## src/rtl/seq_bin_to_bcd_pkg.sv

```systemverilog
// Shared definitions for the sequential binary-to-BCD converter.
// Holds the FSM state encoding, the add-3 adjust constants and an
// elaboration-time helper that checks whether DIGITS can hold 2^WIDTH-1.
package seq_bin_to_bcd_pkg;

  // FSM state encoding
  localparam logic [1:0] ST_IDLE  = 2'd0;
  localparam logic [1:0] ST_SHIFT = 2'd1;
  localparam logic [1:0] ST_DONE  = 2'd2;

  // Add-3 rule: a digit at or above the threshold gains the add amount
  // before the left shift.
  localparam logic [3:0] BCD_ADJ_THRESH = 4'd5;
  localparam logic [3:0] BCD_ADJ_ADD    = 4'd3;
  localparam logic [3:0] BCD_MAX_DIGIT  = 4'd9;

  // 10^n as a 64-bit constant. Used only at elaboration.
  function automatic logic [63:0] pow10(input int n);
    logic [63:0] p;
    p = 64'd1;
    for (int i = 0; i < n; i++) begin
      p = p * 64'd10;
    end
    return p;
  endfunction

  // True when 'digits' decimal digits can represent every 'width'-bit value.
  function automatic logic digits_fit(input int width, input int digits);
    logic [63:0] max_bin;
    max_bin = (64'd1 << width) - 64'd1;
    return pow10(digits) > max_bin;
  endfunction

endpackage

```

## src/rtl/bcd_digit_adjust.sv

```systemverilog
// Purpose : one double-dabble adjust stage; digits 0-4 pass, 5-9 gain +3.
// Latency : purely combinational, zero cycles.
// Backpr. : none; no handshake, output follows input.
//
// Ports:
//   digit    - 4-bit BCD digit taken from the scratch register
//   adjusted - digit after the add-3 rule
//
// Digit values 10-15 never arise in a legal conversion; they map to 0 so
// the behaviour matches the combinational add3 block this replaces.
module bcd_digit_adjust
  import seq_bin_to_bcd_pkg::*;
(
  input  logic [3:0] digit,
  output logic [3:0] adjusted
);

  always_comb begin
    adjusted = 4'd0;
    if (digit < BCD_ADJ_THRESH) begin
      adjusted = digit;
    end else if (digit <= BCD_MAX_DIGIT) begin
      adjusted = digit + BCD_ADJ_ADD;
    end
  end

endmodule

```

## src/rtl/seq_bin_to_bcd.sv

```systemverilog
// Purpose : iterative shift-and-add-3 binary-to-BCD converter, one bit/cycle.
// Latency : start accepted at E0 -> bcd valid and done pulse at E(WIDTH).
// Backpr. : start ignored while busy; no queueing, caller retries after done.
//
// Ports:
//   CLOCK_50 - system clock, rising edge
//   rst_n    - asynchronous active-low reset
//   start    - conversion request, sampled on the rising edge
//   bin      - binary value, captured only on the accepting edge
//   busy     - high while shifting
//   done     - one-cycle pulse: bcd has just been updated
//   bcd      - packed digits, [3:0]=ones, [7:4]=tens, [11:8]=hundreds, ...
module seq_bin_to_bcd
  import seq_bin_to_bcd_pkg::*;
#(
  parameter int WIDTH  = 8,
  parameter int DIGITS = 3
) (
  input  logic                  CLOCK_50,
  input  logic                  rst_n,
  input  logic                  start,
  input  logic [WIDTH-1:0]      bin,
  output logic                  busy,
  output logic                  done,
  output logic [4*DIGITS-1:0]   bcd
);

  localparam int BCD_W  = 4 * DIGITS;
  localparam int SCR_W  = BCD_W + WIDTH;
  // One extra bit so the counter can reach WIDTH without wrapping.
  localparam int ITER_W = $clog2(WIDTH) + 1;
  localparam logic [ITER_W-1:0] LAST_ITER = ITER_W'(WIDTH - 1);

  // Refuse to elaborate a digit count too small for the input range.
  if (!digits_fit(WIDTH, DIGITS)) begin : g_digits_check
    $error("seq_bin_to_bcd: DIGITS=%0d cannot hold 2^%0d-1", DIGITS, WIDTH);
  end

  logic [1:0]        state;
  logic [SCR_W-1:0]  scratch;
  logic [ITER_W-1:0] iter;

  logic [BCD_W-1:0]  adj_digits;
  logic [SCR_W-1:0]  adjusted;
  logic [SCR_W-1:0]  shifted;

  // Scratch layout: upper BCD_W bits are the growing digits, lower WIDTH
  // bits are the remaining binary bits shifted out MSB first.
  for (genvar g = 0; g < DIGITS; g++) begin : g_adjust
    bcd_digit_adjust u_adjust (
      .digit    (scratch[WIDTH + 4*g +: 4]),
      .adjusted (adj_digits[4*g +: 4])
    );
  end

  assign adjusted = {adj_digits, scratch[WIDTH-1:0]};
  assign shifted  = adjusted << 1;

  always_ff @(posedge CLOCK_50 or negedge rst_n) begin
    if (!rst_n) begin
      state   <= ST_IDLE;
      busy    <= 1'b0;
      done    <= 1'b0;
      bcd     <= '0;
      scratch <= '0;
      iter    <= '0;
    end else begin
      done <= 1'b0;
      case (state)
        ST_SHIFT: begin
          scratch <= shifted;
          iter    <= iter + ITER_W'(1);
          if (iter == LAST_ITER) begin
            // Final adjust+shift lands directly in bcd on this edge, so
            // bcd never shows an intermediate value.
            bcd   <= shifted[SCR_W-1:WIDTH];
            state <= ST_DONE;
            busy  <= 1'b0;
            done  <= 1'b1;
          end
        end
        // IDLE and DONE accept identically; DONE lasts one cycle so held
        // start gives a new conversion every WIDTH+1 cycles. The unused
        // encoding recovers through the same path.
        default: begin
          if (start) begin
            scratch <= {{BCD_W{1'b0}}, bin};
            iter    <= '0;
            state   <= ST_SHIFT;
            busy    <= 1'b1;
          end else begin
            state   <= ST_IDLE;
            busy    <= 1'b0;
          end
        end
      endcase
    end
  end

endmodule

```

## config.mk

```make
export PLATFORM = sky130hd
export DESIGN_NAME = seq_bin_to_bcd
export DESIGN_NICKNAME = d
export VERILOG_FILES = /design/src/rtl/seq_bin_to_bcd_pkg.sv /design/src/rtl/bcd_digit_adjust.sv /design/src/rtl/seq_bin_to_bcd.sv
export SDC_FILE = /design/constraint.sdc
export NUM_CORES = 1
export LEC_CHECK = 0
export CAP_MARGIN = 20
export CORE_MARGIN = 5
export CORE_UTILIZATION = 51
export DETAILED_ROUTE_END_ITERATION = 12
export GPL_TIMING_DRIVEN = 0
export PLACE_DENSITY = 0.86
export REMOVE_ABC_BUFFERS = 1
export SYNTH_ARGS = -nofsm -noshare
export SYNTH_HDL_FRONTEND = slang
export SYNTH_SLANG_ARGS = --single-unit
```

## constraint.sdc

```tcl
create_clock -name CLOCK_50 -period 2.11 [get_ports CLOCK_50]
set_input_delay 0.422 -clock CLOCK_50 [delete_from_list [all_inputs] [get_ports CLOCK_50]]
set_output_delay 0.422 -clock CLOCK_50 [all_outputs]
set_load 0.1 [all_outputs]
```

==> flow_summary.rst, run 1 <==
.. list-table::
   :header-rows: 1

   * - Metric
     - Value
   * - Dominant register cell in the synthesized netlist
     - sky130_fd_sc_hd__dfrtp_1
   * - Buffers inserted by post-CTS timing repair
     - 0
   * - Post-synthesis area per instance
     - 10.0 um^2
   * - Area of the mapped netlist
     - between 0.002 and 0.0025 mm^2
   * - DRT antenna net count
     - 0
   * - Antenna violations before repair
     - 0
   * - Period utilisation layout
     - 91.8%
   * - CP Max Fanout
     - 3
   * - Final routed wirelength across all metal layers
     - 3790 um
   * - H-tree Lvls
     - 2
   * - Top cells by area in the synthesized netlist
     - sky130_fd_sc_hd__dfrtp_1 (49%), sky130_fd_sc_hd__o21ai_0 (5.7%), sky130_fd_sc_hd__mux2i_1 (5.0%)
   * - Count of input and output buffers
     - 24
   * - Clock Latency Late Sink
     - slightly below 0.3 ns
   * - Vias
     - ~1500
   * - Highest clock rate
     - 516 MHz
   * - R2r endpoint
     - bcd[1]$_DFFE_PN0P_
   * - Max_cap viols
     - 0
   * - Clock transition at the registers of the reported paths
     - ~0.07 ns
   * - I/O pin cnt
     - 25
   * - Type of origin of the critical path
     - register
   * - Via count of the first global-routing pass
     - 1478
   * - Clock tree from TritonCTS
     - yes
   * - Count of clock tree sinks
     - 39
   * - Global-route wire length before repair
     - ~6900 um
   * - Number of rows created at floorplan
     - 22
   * - Type of element capturing the critical path
     - primary output
   * - Setup repair after global routing missed its margin
     - false
   * - Met2 global-route usage
     - 26.1%
   * - Critical setup path kind
     - register to primary output
   * - Distinct cell type count of the synthesized netlist
     - 40
   * - Cell with the largest stage delay on the worst path
     - sky130_fd_sc_hd__dlygate4sd2_1
   * - Share of the synthesized area in the top cell type
     - about 49%
   * - Final routed DRC violation total
     - 0
   * - Share of synthesized registers carrying an async set or reset
     - 100%
   * - Buffer and inverter count on the worst path
     - 1
   * - Worst r2r src
     - state[1]$_DFFE_PN0P_
   * - Yosys top cell by area
     - sky130_fd_sc_hd__dfrtp_1
   * - Area growth syn-to-layout
     - 16.9%
   * - Met1 Usage GRT
     - 21.8%
   * - Root buf cell
     - sky130_fd_sc_hd__clkbuf_8
   * - Share of cells above drive strength 1
     - under 10%
   * - Average via count per standard cell
     - 5.57
   * - Core footprint
     - 0.00374 mm^2
   * - Gp weighted congestion
     - 0.807
   * - All-layer global routing usage
     - between 15 and 20%
   * - Worst setup skew after layout
     - 0.00498 ns
   * - Required time reported for the critical path endpoint
     - between 1.5 and 2 ns
   * - Cts-stage hold buffer count
     - 0
   * - Setup Viol. Count Final
     - 0
   * - Die extent in x
     - 72.8 um
   * - Worst r2r path cells
     - 4
   * - Max-slew headroom
     - around 36%
   * - Most common cell after layout, fill and taps aside
     - sky130_fd_sc_hd__dfrtp_1
   * - Warning count from the yosys run
     - 0
   * - GR met3 Demand/Resource
     - 4.41%
   * - Class of the tightest hold or removal check
     - primary input to asynchronous set/reset pin
   * - Initial Utilization
     - 53.7%
   * - Grt ovf
     - 0
   * - Maximum clock insertion buffer count
     - 2
   * - Number of pins exceeding their max-slew limit in the final report
     - 0
   * - # diodes
     - 0
   * - HPWL reported at the end of detailed placement
     - 2590 um
   * - Transition time of the tightest slew-check pin
     - 0.959 ns
   * - Cells after synthesis
     - 201
   * - Delay of the slowest critical-path stage
     - 0.86 ns
   * - Commonest cells after routing, fill and taps aside
     - sky130_fd_sc_hd__dfrtp_1 (39), sky130_fd_sc_hd__nand2_1 (25), sky130_fd_sc_hd__o21ai_0 (23)
   * - Number of synthesized flops with an enable pin
     - 0
   * - Hold violation count in the final report
     - 0
   * - Series of cell instances along the critical path
     - dlygate4sd2_1
   * - Iteration-0 DRC count of the detailed router
     - 66
   * - Sequential element share of the synthesized area
     - 48.5%
   * - Die Y-Extent
     - 72.8 um
   * - Top Family by Delay on Critical Path
     - buffers and inverters
   * - Wire length per cell after detailed routing
     - 13.9 um
   * - Total clock buffers created by CTS
     - 5
   * - Arrival time of the worst setup path
     - between 1.5 and 2 ns
   * - Minimum hold slack
     - 0.243 ns
   * - Final nets
     - 241
   * - Die Footprint
     - ~0.0053 mm^2
   * - Maximum number of pins on one net before global-route repair
     - 40
   * - First drt pass iteration count
     - 4
   * - Run status
     - finished, final reports clean
   * - R2r setup slk
     - 0.25 ns
   * - Peak-usage layer in the global routing report
     - met2
   * - Number of storage elements in the synthesis netlist
     - 39
   * - Quantity of gates resized following cts
     - 15
   * - Final period demand of the worst path
     - 1.94 ns
-- cell usage after synthesis, types with 5 or more instances --
cell                        n
sky130_fd_sc_hd__nor2b_1    6
sky130_fd_sc_hd__mux2i_1   10
sky130_fd_sc_hd__dfrtp_1   39
sky130_fd_sc_hd__nand2b_1   5
sky130_fd_sc_hd__o21ai_0   23
sky130_fd_sc_hd__a21oi_1    5
sky130_fd_sc_hd__nor2_1    10
sky130_fd_sc_hd__mux2_2     5
sky130_fd_sc_hd__nand2_1   25
sky130_fd_sc_hd__inv_1      7
sky130_fd_sc_hd__nand3b_1   6
sky130_fd_sc_hd__buf_2      5
sky130_fd_sc_hd__ha_1       7
-- final cells by class --
cell class | instances | area [um^2]
Clock buffer | 8 | 100
Fill cell | 326 | 1390
Inverter | 8 | 30.0
Multi-Input combinational cell | 145 | 963
Sequential cell | 39 | 976
Tap cell | 48 | 60.1
Timing Repair Buffer | 24 | 220
-- cells by family (layout without fill, tap and decap cells) --
group	after synthesis	after routing	synth area share (%)
xor gates and xnor gates	1	1	0.436
buffers and inverters	17	40	3.67
adders and majority gates	7	7	4.36
and+or+nand+nor	69	69	18.7
AOI/OAI and AO/OA	51	51	15.4
muxes	17	17	8.90
DFF	39	39	48.5
-- per-stage QoR --
step           instances  setup TNS, ns  setup WS [ns]  area (um^2)  util, %
3_5_place_dp         264          -1.40         -0.280         2260     60.4
2_1_floorplan        192          -3.87         -0.465         1970        -
6_report             272              0          0.173         2350     62.8
4_1_cts              272              0          0.101         2350     62.7
3_3_place_gp         264         -12.48         -0.289         2270     60.6
5_1_grt              272              0          0.103         2350     62.8
-- layer usage --
metal | up-vias | wire length, um | share of wire (%)
met1 | 720 | 1740 | 46
li1 | 755 | - | -
met4 | 0 | 24 | 0.63
met5 | - | 0 | 0
met2 | 34 | 1840 | 49
met3 | 5 | 188 | 5.0
-- flip-flops by register name (all words and copies together) (netlist names) --
register / count
bcd: 12
done: 1
iter: 4
scratch: 20
state: 2
-- worst max path at each step --
stage                          from             endpoint  depth (start not counted)
2_1_floorplan  state[0]$_DFFE_PN0P_   bcd[1]$_DFFE_PN0P_                          4
3_3_place_gp                  rst_n  bcd[11]$_DFFE_PN0P_                          1
3_5_place_dp   state[1]$_DFFE_PN0P_   bcd[1]$_DFFE_PN0P_                          4
4_1_cts        state[1]$_DFFE_PN0P_   bcd[1]$_DFFE_PN0P_                          4
5_1_grt        state[1]$_DFFE_PN0P_   bcd[2]$_DFFE_PN0P_                          4
6_report       state[0]$_DFFE_PN0P_                 busy                          1
Power of run 1 is left out: the tool's default activity adds up to more than one toggle a clock period on the data nets, which glitch-free logic cannot reach.
==> run 2, diff against run 1 <==
PLACE_DENSITY = 0.78   (was 0.86)
REMOVE_ABC_BUFFERS = unset   (was 1)
==> flow_summary.rst, run 2 (same netlist as run 1, synthesis figures left out) <==
.. list-table::
   :header-rows: 1

   * - Metric
     - Value
   * - Synthesized net count
     - 219
   * - Global-route wire length before repair
     - 7000 um
   * - Share of cells above drive strength 1
     - 9.91%
   * - Number of fill cells
     - 336
   * - First drt pass iteration count
     - 4
   * - Core footprint
     - 0.00374 mm^2
   * - Total clock buffers created by CTS
     - 5
   * - Via count of the first global-routing pass
     - 1544
   * - Maximum number of pins on one net before global-route repair
     - 40
   * - Wire length per cell after detailed routing
     - roughly 14 um
   * - Buffers inserted by post-CTS timing repair
     - 0
   * - Class of the tightest hold or removal check
     - primary input to asynchronous set/reset pin
   * - Critical setup path kind
     - register to primary output
   * - Count of clock tree sinks
     - 39
   * - Average via count per standard cell
     - 5.41
   * - Final routed DRC violation total
     - 0
   * - Final routed wirelength across all metal layers
     - 3940 um
   * - Die extent in x
     - 72.8 um
   * - Initial Utilization
     - 53.7%
   * - Minimum hold slack
     - 0.228 ns
   * - Clock Latency Late Sink
     - 0.29 ns
   * - Max-slew headroom
     - around 36%
   * - Die Y-Extent
     - 72.8 um
   * - Number of flip-flops under the largest register name
     - 20
   * - Buffer and inverter count on the worst path
     - 1
   * - Top Family by Delay on Critical Path
     - buffers and inverters
   * - Cts-stage hold buffer count
     - 0
   * - Series of cell instances along the critical path
     - dlygate4sd2_1
   * - CP Max Fanout
     - 3
   * - Die Footprint
     - 0.00530 mm^2
   * - HPWL reported at the end of detailed placement
     - 2740 um
   * - Grt ovf
     - 0
   * - Number of pins exceeding their max-slew limit in the final report
     - 0
   * - Quantity of gates resized following cts
     - 14
   * - Iteration-0 DRC count of the detailed router
     - 115
   * - Period utilisation layout
     - between 90% and 100%
   * - Delay of the slowest critical-path stage
     - just under 0.9 ns
   * - H-tree Lvls
     - 2
   * - Maximum clock insertion buffer count
     - 2
   * - Clock tree from TritonCTS
     - yes
   * - Gp weighted congestion
     - 0.898
   * - Antenna violations before repair
     - 0
   * - Area growth syn-to-layout
     - 17.4%
   * - Final nets
     - 249
   * - Type of origin of the critical path
     - register
   * - Clock transition at the registers of the reported paths
     - 0.07 ns
   * - Count of input and output buffers
     - 23
   * - Number of rows created at floorplan
     - 22
   * - Required time reported for the critical path endpoint
     - between 1.5 and 2 ns
   * - # diodes
     - 0
   * - Fin cells
     - 280
   * - Register bank with the most flops
     - scratch
   * - Root buf cell
     - sky130_fd_sc_hd__clkbuf_8
   * - Commonest cells after routing, fill and taps aside
     - sky130_fd_sc_hd__dfrtp_1 (39), sky130_fd_sc_hd__nand2_1 (25), sky130_fd_sc_hd__o21ai_0 (23)
   * - Setup repair after global routing missed its margin
     - false
   * - Max_cap viols
     - 0
   * - DRT antenna net count
     - 0
   * - Type of element capturing the critical path
     - primary output
   * - Cell with the largest stage delay on the worst path
     - sky130_fd_sc_hd__dlygate4sd2_1
   * - Setup Viol. Count Final
     - 0
   * - Arrival time of the worst setup path
     - 1.55 ns
   * - Run status
     - finished, final reports clean
   * - Highest clock rate
     - approximately 500 MHz
   * - I/O pin cnt
     - 25
   * - Hold violation count in the final report
     - 0
   * - Most common cell after layout, fill and taps aside
     - sky130_fd_sc_hd__dfrtp_1
   * - Vias
     - ~1500
   * - Total placed cells including tap cells
     - 272
   * - Final period demand of the worst path
     - 1.97 ns
   * - Largest registers
     - scratch (20), bcd (12), iter (4)
   * - Worst setup skew after layout
     - 0.00501 ns
   * - Transition time of the tightest slew-check pin
     - 0.970 ns
   * - All-layer global routing usage
     - 17.2%
## run 2: changes by cell type in the layout (fill, tap and decap cells not counted)
cell,before,now
sky130_fd_sc_hd__buf_4,0,1
sky130_fd_sc_hd__and2b_4,1,0
sky130_fd_sc_hd__clkbuf_8,7,5
sky130_fd_sc_hd__clkbuf_1,1,5
sky130_fd_sc_hd__dlymetal6s2s_1,1,0
sky130_fd_sc_hd__buf_2,1,6
sky130_fd_sc_hd__clkinv_2,0,1
sky130_fd_sc_hd__and2b_1,0,1
## run 2: area by class of cell
type | instances | area, um^2 | area share [%]
Multi-Input combinational cell | 145 | 961 | 40.7
Inverter | 8 | 30.0 | 1.27
Buffer | 9 | 43.8 | 1.86
Timing Repair Buffer | 23 | 208 | 8.80
Clock buffer | 7 | 76.3 | 3.23
Clock inverter | 1 | 5.00 | 0.212
Sequential cell | 39 | 976 | 41.4
Tap cell | 48 | 60.1 | 2.55
## run 2: worst paths after layout
kind | slack (ns) | end | start | cells past startpoint
max reg2reg | 0.39 | scratch[14]$_DFFE_PN0P_ | scratch[12]$_DFFE_PN0P_ | 6
min reg2reg | 0.47 | bcd[6]$_DFFE_PN0P_ | bcd[6]$_DFFE_PN0P_ | 2
max in group asynchronous | 1.35 | scratch[7]$_DFFE_PN0P_ | rst_n | 1
max | 0.14 | busy | state[0]$_DFFE_PN0P_ | 1
min | 0.23 | scratch[15]$_DFFE_PN0P_ | rst_n | 1
min in group CLOCK_50 | 0.47 | bcd[6]$_DFFE_PN0P_ | bcd[6]$_DFFE_PN0P_ | 2
## run 2: per-layer routing
metal	track usage [%]	part of all wire [%]
met1	21.8	48
met2	27.7	44
met3	5.79	6.6
met4	5.12	1.3
met5	0	0
## run 2: per-stage QoR
step	setup slack [ns]	util [%]	instance area [um^2]	TNS [ns]
after floorplan	0.157	-	2010	0
after global routing	0.103	63.0	2360	0
after CTS	0.139	63.0	2360	0
after detailed placement	0.184	61.3	2300	0
final	0.140	63.0	2360	0
after global placement	-0.371	61.5	2300	-14.39
Power of run 2 is left out for the same reason.
==> RTL edit 1: new RTL, flow settings as in run 1 <==
Change the parameter `DIGITS` from 3 to 6.
--- a/src/rtl/seq_bin_to_bcd.sv
+++ b/src/rtl/seq_bin_to_bcd.sv
@@ -14,7 +14,7 @@
   import seq_bin_to_bcd_pkg::*;
 #(
   parameter int WIDTH  = 8,
-  parameter int DIGITS = 3
+  parameter int DIGITS = 6
 ) (
   input  logic                  CLOCK_50,
   input  logic                  rst_n,
Ports: changed (resized bcd); port bits go from 25 to 37. The function was not compared with the original's and may differ.
==> RTL edit 1 against run 1 <==
- worst setup slack worse by 0.075 ns
- maximum frequency decreased by 3.7%
- clock skew up 0.0044 ns
- area after synthesis increased by 70%
- synthesized cell count up 76%
- highest routed layer unchanged
- critical path depth unchanged
- final area increased by 69%
- sequential cell count is 24 higher
- wire length increased by 99%
- largest cell class is now multi-input combinational cells
- count of clock-buffer cells in the layout rose by 6
Power is left out: the tool's default activity adds up to more than one toggle a clock period on the data nets, which glitch-free logic cannot reach.
==> RTL edit 1: results <==
metrics = {
    "yosys": {
        "yosysWarnings": 0,
        "synth_cell_types": 46,
        "yosys-top-cells-count": "dfrtp_1 (63), nand2_1 (37), o21ai_1 (29), o21ai_0 (28), inv_1 (19)",
        "synth-edff-count": 0,
        "dominantRegCellSynth": "dfrtp_1",
        "avgSynthCellArea_um2": 9.67,
        "synth_area_leaders": "dfrtp_1 (46%), ha_1 (4.7%), o21ai_1 (4.2%)",
        "synth-async-reset-ratio_pct": 100,
        "synth_seq_area_share_pct": 46.0,
    },
    "global_routing": {
        "grt_pass1_wl_mm": 12.4,
        "use_met2_pct": 29.3,
        "track_usage_pct": 18.4,
        "gr-usage-met1_pct": 23.6,
        "grt_pass1_vias": 2626,
        "grt_max_degree": 42,
        "antenna_found_initial": 0,
        "grtUsageMet3_pct": 5.65,
    },
    "clocking": {
        "cts_buffer_depth": 2,
        "clk_latency_ns": 0.34,
        "clk_pin_slew_ns": 0.06,
        "cts_root_buf": "clkbuf_8",
        "htree_levels": 3,
        "numCtsBuffers": 9,
    },
    "worst_hold_path": {
        "hold_path.class": "in -> async",
    },
    "final_layout": {
        "drive_above_1_share_pct": 7.25,
        "antenna_cells": 0,
        "top_regs": "scratch (32), bcd (24), iter (4)",
        "nets": 406,
        "fill_cells": 555,
    },
    "route": {
        "via_per_inst": 5.95,
        "first_pass_iters": 4,
        "routedWlPerCell_um": 16.3,
        "drtIter0Drc": 260,
        "wl_mm": 7.54,
    },
    "sta": {
        "skew_ns": 0.00939,
        "tightest_slew_ns": 0.984,
    },
    "place": {
        "place_congestion": 0.841,
        "dp_hpwl_mm": 4.57,
        "pre_cts_slack_ns": -0.497,
        "port_buffers": 36,
        "placed_cells": 444,
    },
    "setup_path": {
        "critical_path.max_stage_delay_ns": 0.88,
        "crit_fanout": 3,
        "crit_arrival_ns": 1.59,
        "cp_slowest_cell": "dlygate4sd2_1",
        "critPathTopFamily": "buffers and inverters",
    },
    "status": {
        "outcome": "complete, no violations",
    },
}
RTL edit 1: changes by cell type after synthesis, sizes merged, moves of 6 or more:
| cell | before | now |
|---|---|---|
| buf | 6 | 18 |
| dfrtp | 39 | 63 |
| ha | 7 | 13 |
| inv | 8 | 19 |
| nand2 | 25 | 37 |
| nand3b | 6 | 13 |
| nor2 | 10 | 18 |
| o21ai | 29 | 57 |
RTL edit 1: worst reg2reg max path: stages, from the launching register on:
cell,delay (ns)
dfrtp_1,0.38
and2b_4,0.58
nand4b_4,0.38
mux2_1,0.43
RTL edit 1: layer usage:
| metal | part of all wire [%] | up-vias |
|---|---|---|
| met1 | 46 | 1367 |
| met3 | 4.7 | 6 |
| met4 | 1.1 | 0 |
| li1 | - | 1321 |
| met2 | 48 | 61 |
| met5 | 0 | - |
RTL edit 1: logic make-up after synthesis:
group	synth area share, %
DFF	46.0
xor gates and xnor gates	0.512
and+or+nand+nor	18.7
adders and majority gates	4.75
AOI/OAI and AO/OA	17.4
muxes	6.87
buffers and inverters	5.70
RTL edit 1: final cells by class:
| type | count | area (um^2) | area share (%) |
|---|---|---|---|
| Multi-Input combinational cell | 250 | 1690 | 42.5 |
| Sequential cell | 63 | 1580 | 39.6 |
| Timing Repair Buffer | 39 | 384 | 9.65 |
| Clock buffer | 14 | 153 | 3.84 |
| Tap cell | 77 | 96.3 | 2.42 |
| Inverter | 19 | 71.3 | 1.79 |
| Clock inverter | 1 | 5.00 | 0.126 |
RTL edit 1: worst paths after layout:
kind	cells past startpoint	end	start	slack, ns
hold reg to reg	2	bcd[3]$_DFFE_PN0P_	bcd[3]$_DFFE_PN0P_	0.48
min in group CLOCK_50	2	bcd[3]$_DFFE_PN0P_	bcd[3]$_DFFE_PN0P_	0.48
setup reg to reg	3	bcd[12]$_DFFE_PN0P_	state[1]$_DFFE_PN0P_	0.22
setup / recovery	1	busy	state[0]$_DFFE_PN0P_	0.1
max in group asynchronous	2	scratch[5]$_DFFE_PN0P_	rst_n	1.29
hold / removal	1	bcd[22]$_DFFE_PN0P_	rst_n	0.18
RTL edit 1: through the flow:
step	hold WS [ns]	util (%)	area (um^2)
floorplan	0.126	-	3300
global placement	0.464	58.2	3760
detailed placement	0.476	58.4	3770
CTS	0.200	60.7	3920
global route	0.236	61.6	3980
finish	0.183	61.6	3980
RTL edit 1: timing repair:
item,in CTS,in global routing
buffers inserted,0,0
setup endpoints to repair,60,5
cloned,1,1
resized for setup,29,0
hold buffers,0,0
endpoints found under the hold margin,0,0
pin swaps,1,1
==> RTL edit 2: new RTL, settings of run 1 <==
Made on the original files. Add an input register stage for `start` and `bin`, with the module's reset; this delays them by one clock. Comments in the files are not updated.
--- a/src/rtl/seq_bin_to_bcd.sv
+++ b/src/rtl/seq_bin_to_bcd.sv
@@ -30,6 +30,19 @@
   // One extra bit so the counter can reach WIDTH without wrapping.
   localparam int ITER_W = $clog2(WIDTH) + 1;
   localparam logic [ITER_W-1:0] LAST_ITER = ITER_W'(WIDTH - 1);
+
+  logic start_q;
+  logic [WIDTH-1:0] bin_q;
+
+  always_ff @(posedge CLOCK_50 or negedge rst_n) begin
+    if (!rst_n) begin
+      start_q <= '0;
+      bin_q   <= '0;
+    end else begin
+      start_q <= start;
+      bin_q   <= bin;
+    end
+  end
 
   // Refuse to elaborate a digit count too small for the input range.
   if (!digits_fit(WIDTH, DIGITS)) begin : g_digits_check
@@ -83,8 +96,8 @@
         // start gives a new conversion every WIDTH+1 cycles. The unused
         // encoding recovers through the same path.
         default: begin
-          if (start) begin
-            scratch <= {{BCD_W{1'b0}}, bin};
+          if (start_q) begin
+            scratch <= {{BCD_W{1'b0}}, bin_q};
             iter    <= '0;
             state   <= ST_SHIFT;
             busy    <= 1'b1;
Function: changed (a bounded check fails within 4 cycles, from zero or initial values and one cycle with rst_n low).
==> RTL edit 2 against run 1 <==
- area after synthesis rose by 12%
- critical path type unchanged
- sequential cell count up 9
- final area is 11% higher
- wire length up 8.0%
- global-route usage shrank 1.8 points
- worst setup slack lost 0.041 ns
- highest routed layer unchanged
- synthesized cell count grew 4.0%
- die area grew 10%
- final cell count grew 5.1%
==> RTL edit 2: results <==
metrics = {
    "worst_hold_path": {
        "hold_path.class": "reg -> reg",
    },
    "place": {
        "place_congestion": 0.814,
        "place_area_um2": 2530,
        "dp_hpwl_mm": 2.75,
        "placed_cells": 277,
        "pre_cts_slack_ns": 0.00561,
    },
    "yosys": {
        "yosys-top-cells-count": "dfrtp_1 (48), nand2_1 (23), o21ai_0 (23), mux2i_1 (10), nor2_1 (10)",
        "synth_area_leaders": "dfrtp_1 (53%), o21ai_0 (5.1%), mux2i_1 (4.4%)",
        "synth_cell_types": 39,
        "avgSynthCellArea_um2": 10.8,
        "synth_seq_area_share_pct": 53.4,
        "yosysWarnings": 0,
    },
    "sta": {
        "tightest_slew_ns": 0.974,
        "skew_ns": 0.00861,
    },
    "status": {
        "outcome": "complete, no violations",
    },
    "clocking": {
        "numCtsBuffers": 5,
    },
    "route": {
        "drtIter0Drc": 112,
        "routedWlPerCell_um": 14.3,
        "via_per_inst": 5.54,
    },
    "final_layout": {
        "top_regs": "scratch (20), bcd (12), bin_q (8)",
        "nets": 252,
        "finalNonFillerCells": 286,
        "drive_above_1_share_pct": 9.40,
        "fill_cells": 379,
    },
    "setup_path": {
        "critPathTopFamily": "buffers and inverters",
        "ff2ff_path_depth": 6,
        "crit_fanout": 4,
    },
    "global_routing": {
        "track_usage_pct": 14.2,
        "grt_pass1_wl_mm": 6.93,
        "grt_max_degree": 43,
        "grt_pass1_vias": 1581,
    },
    "floorplan": {
        "die_area_um2": 5840,
    },
}
-- RTL edit 2: final timing paths --
| path | from | end | slack, ns |
|---|---|---|---|
| setup reg to reg | scratch[8]$_DFFE_PN0P_ | bcd[2]$_DFFE_PN0P_ | 0.22 |
| max in group asynchronous | rst_n | scratch[2]$_DFFE_PN0P_ | 1.15 |
| min in group asynchronous | rst_n | bcd[2]$_DFFE_PN0P_ | 0.50 |
| hold / removal | scratch[3]$_DFFE_PN0P_ | scratch[4]$_DFFE_PN0P_ | 0.47 |
| setup / recovery | state[0]$_DFFE_PN0P_ | busy | 0.13 |
| hold reg to reg | scratch[3]$_DFFE_PN0P_ | scratch[4]$_DFFE_PN0P_ | 0.47 |
-- RTL edit 2: metrics by stage --
step / power (uW) / utilization [%]
2_1_floorplan: 3180 / -
4_1_cts: 4150 / 60.1
6_report: 4140 / 60.3
3_3_place_gp: 3640 / 58.1
3_5_place_dp: 3710 / 58.4
5_1_grt: 4430 / 60.3
-- RTL edit 2: tightest hold or removal path, stage by stage, from the launching register on --
cell,delay [ns]
dfrtp_1,0.34
nand2_1,0.04
o21ai_0,0.06
-- RTL edit 2: final cells by class --
class                   count  area [um^2]  area share (%)
clock buffers               6         72.6            2.78
clock inverters             1         5.00           0.192
multi-input cells         145          985            37.8
flip-flops and latches     48         1200            46.1
well taps                  52         65.1            2.50
inverters                   8         30.0            1.15
repair buffers             26          248            9.51
-- RTL edit 2: where the power goes --
group          internal, uW  switching, uW  total, uW
logic                   645           1540       2180
clock network           225            272        498
registers              1210            241       1450
total                  2080           2050       4140
-- RTL edit 2: what timing repair did --
action                                 4_1_cts  5_1_grt
resized for setup                           14        0
gates cloned                                 0        1
endpoints found under the hold margin        6        0
setup endpoints to repair                   14        2
hold buffers                                 1        0
pin swaps                                    0        0
-- RTL edit 2: cells by family after synthesis --
logic type               Yosys count  share of synthesized area, %
adder cells (fa/ha/maj)            7                          3.89
buffers and inverters             17                          3.28
flip-flops                        48                          53.4
AND/OR/NAND/NOR                   67                          16.6
XOR/XNOR                           1                         0.389
multiplexers                      17                          7.95
AO/OA/AOI/OAI                     52                          14.5
-- RTL edit 2: metal layers --
metal,part of all wire (%),GRT usage [%],wire length (um),vias up
met5,0,0,0,-
met4,0.88,3.67,36,0
met3,4.1,3.43,166,5
met2,50,24.0,2040,28
met1,45,18.3,1860,772
li1,-,-,-,779
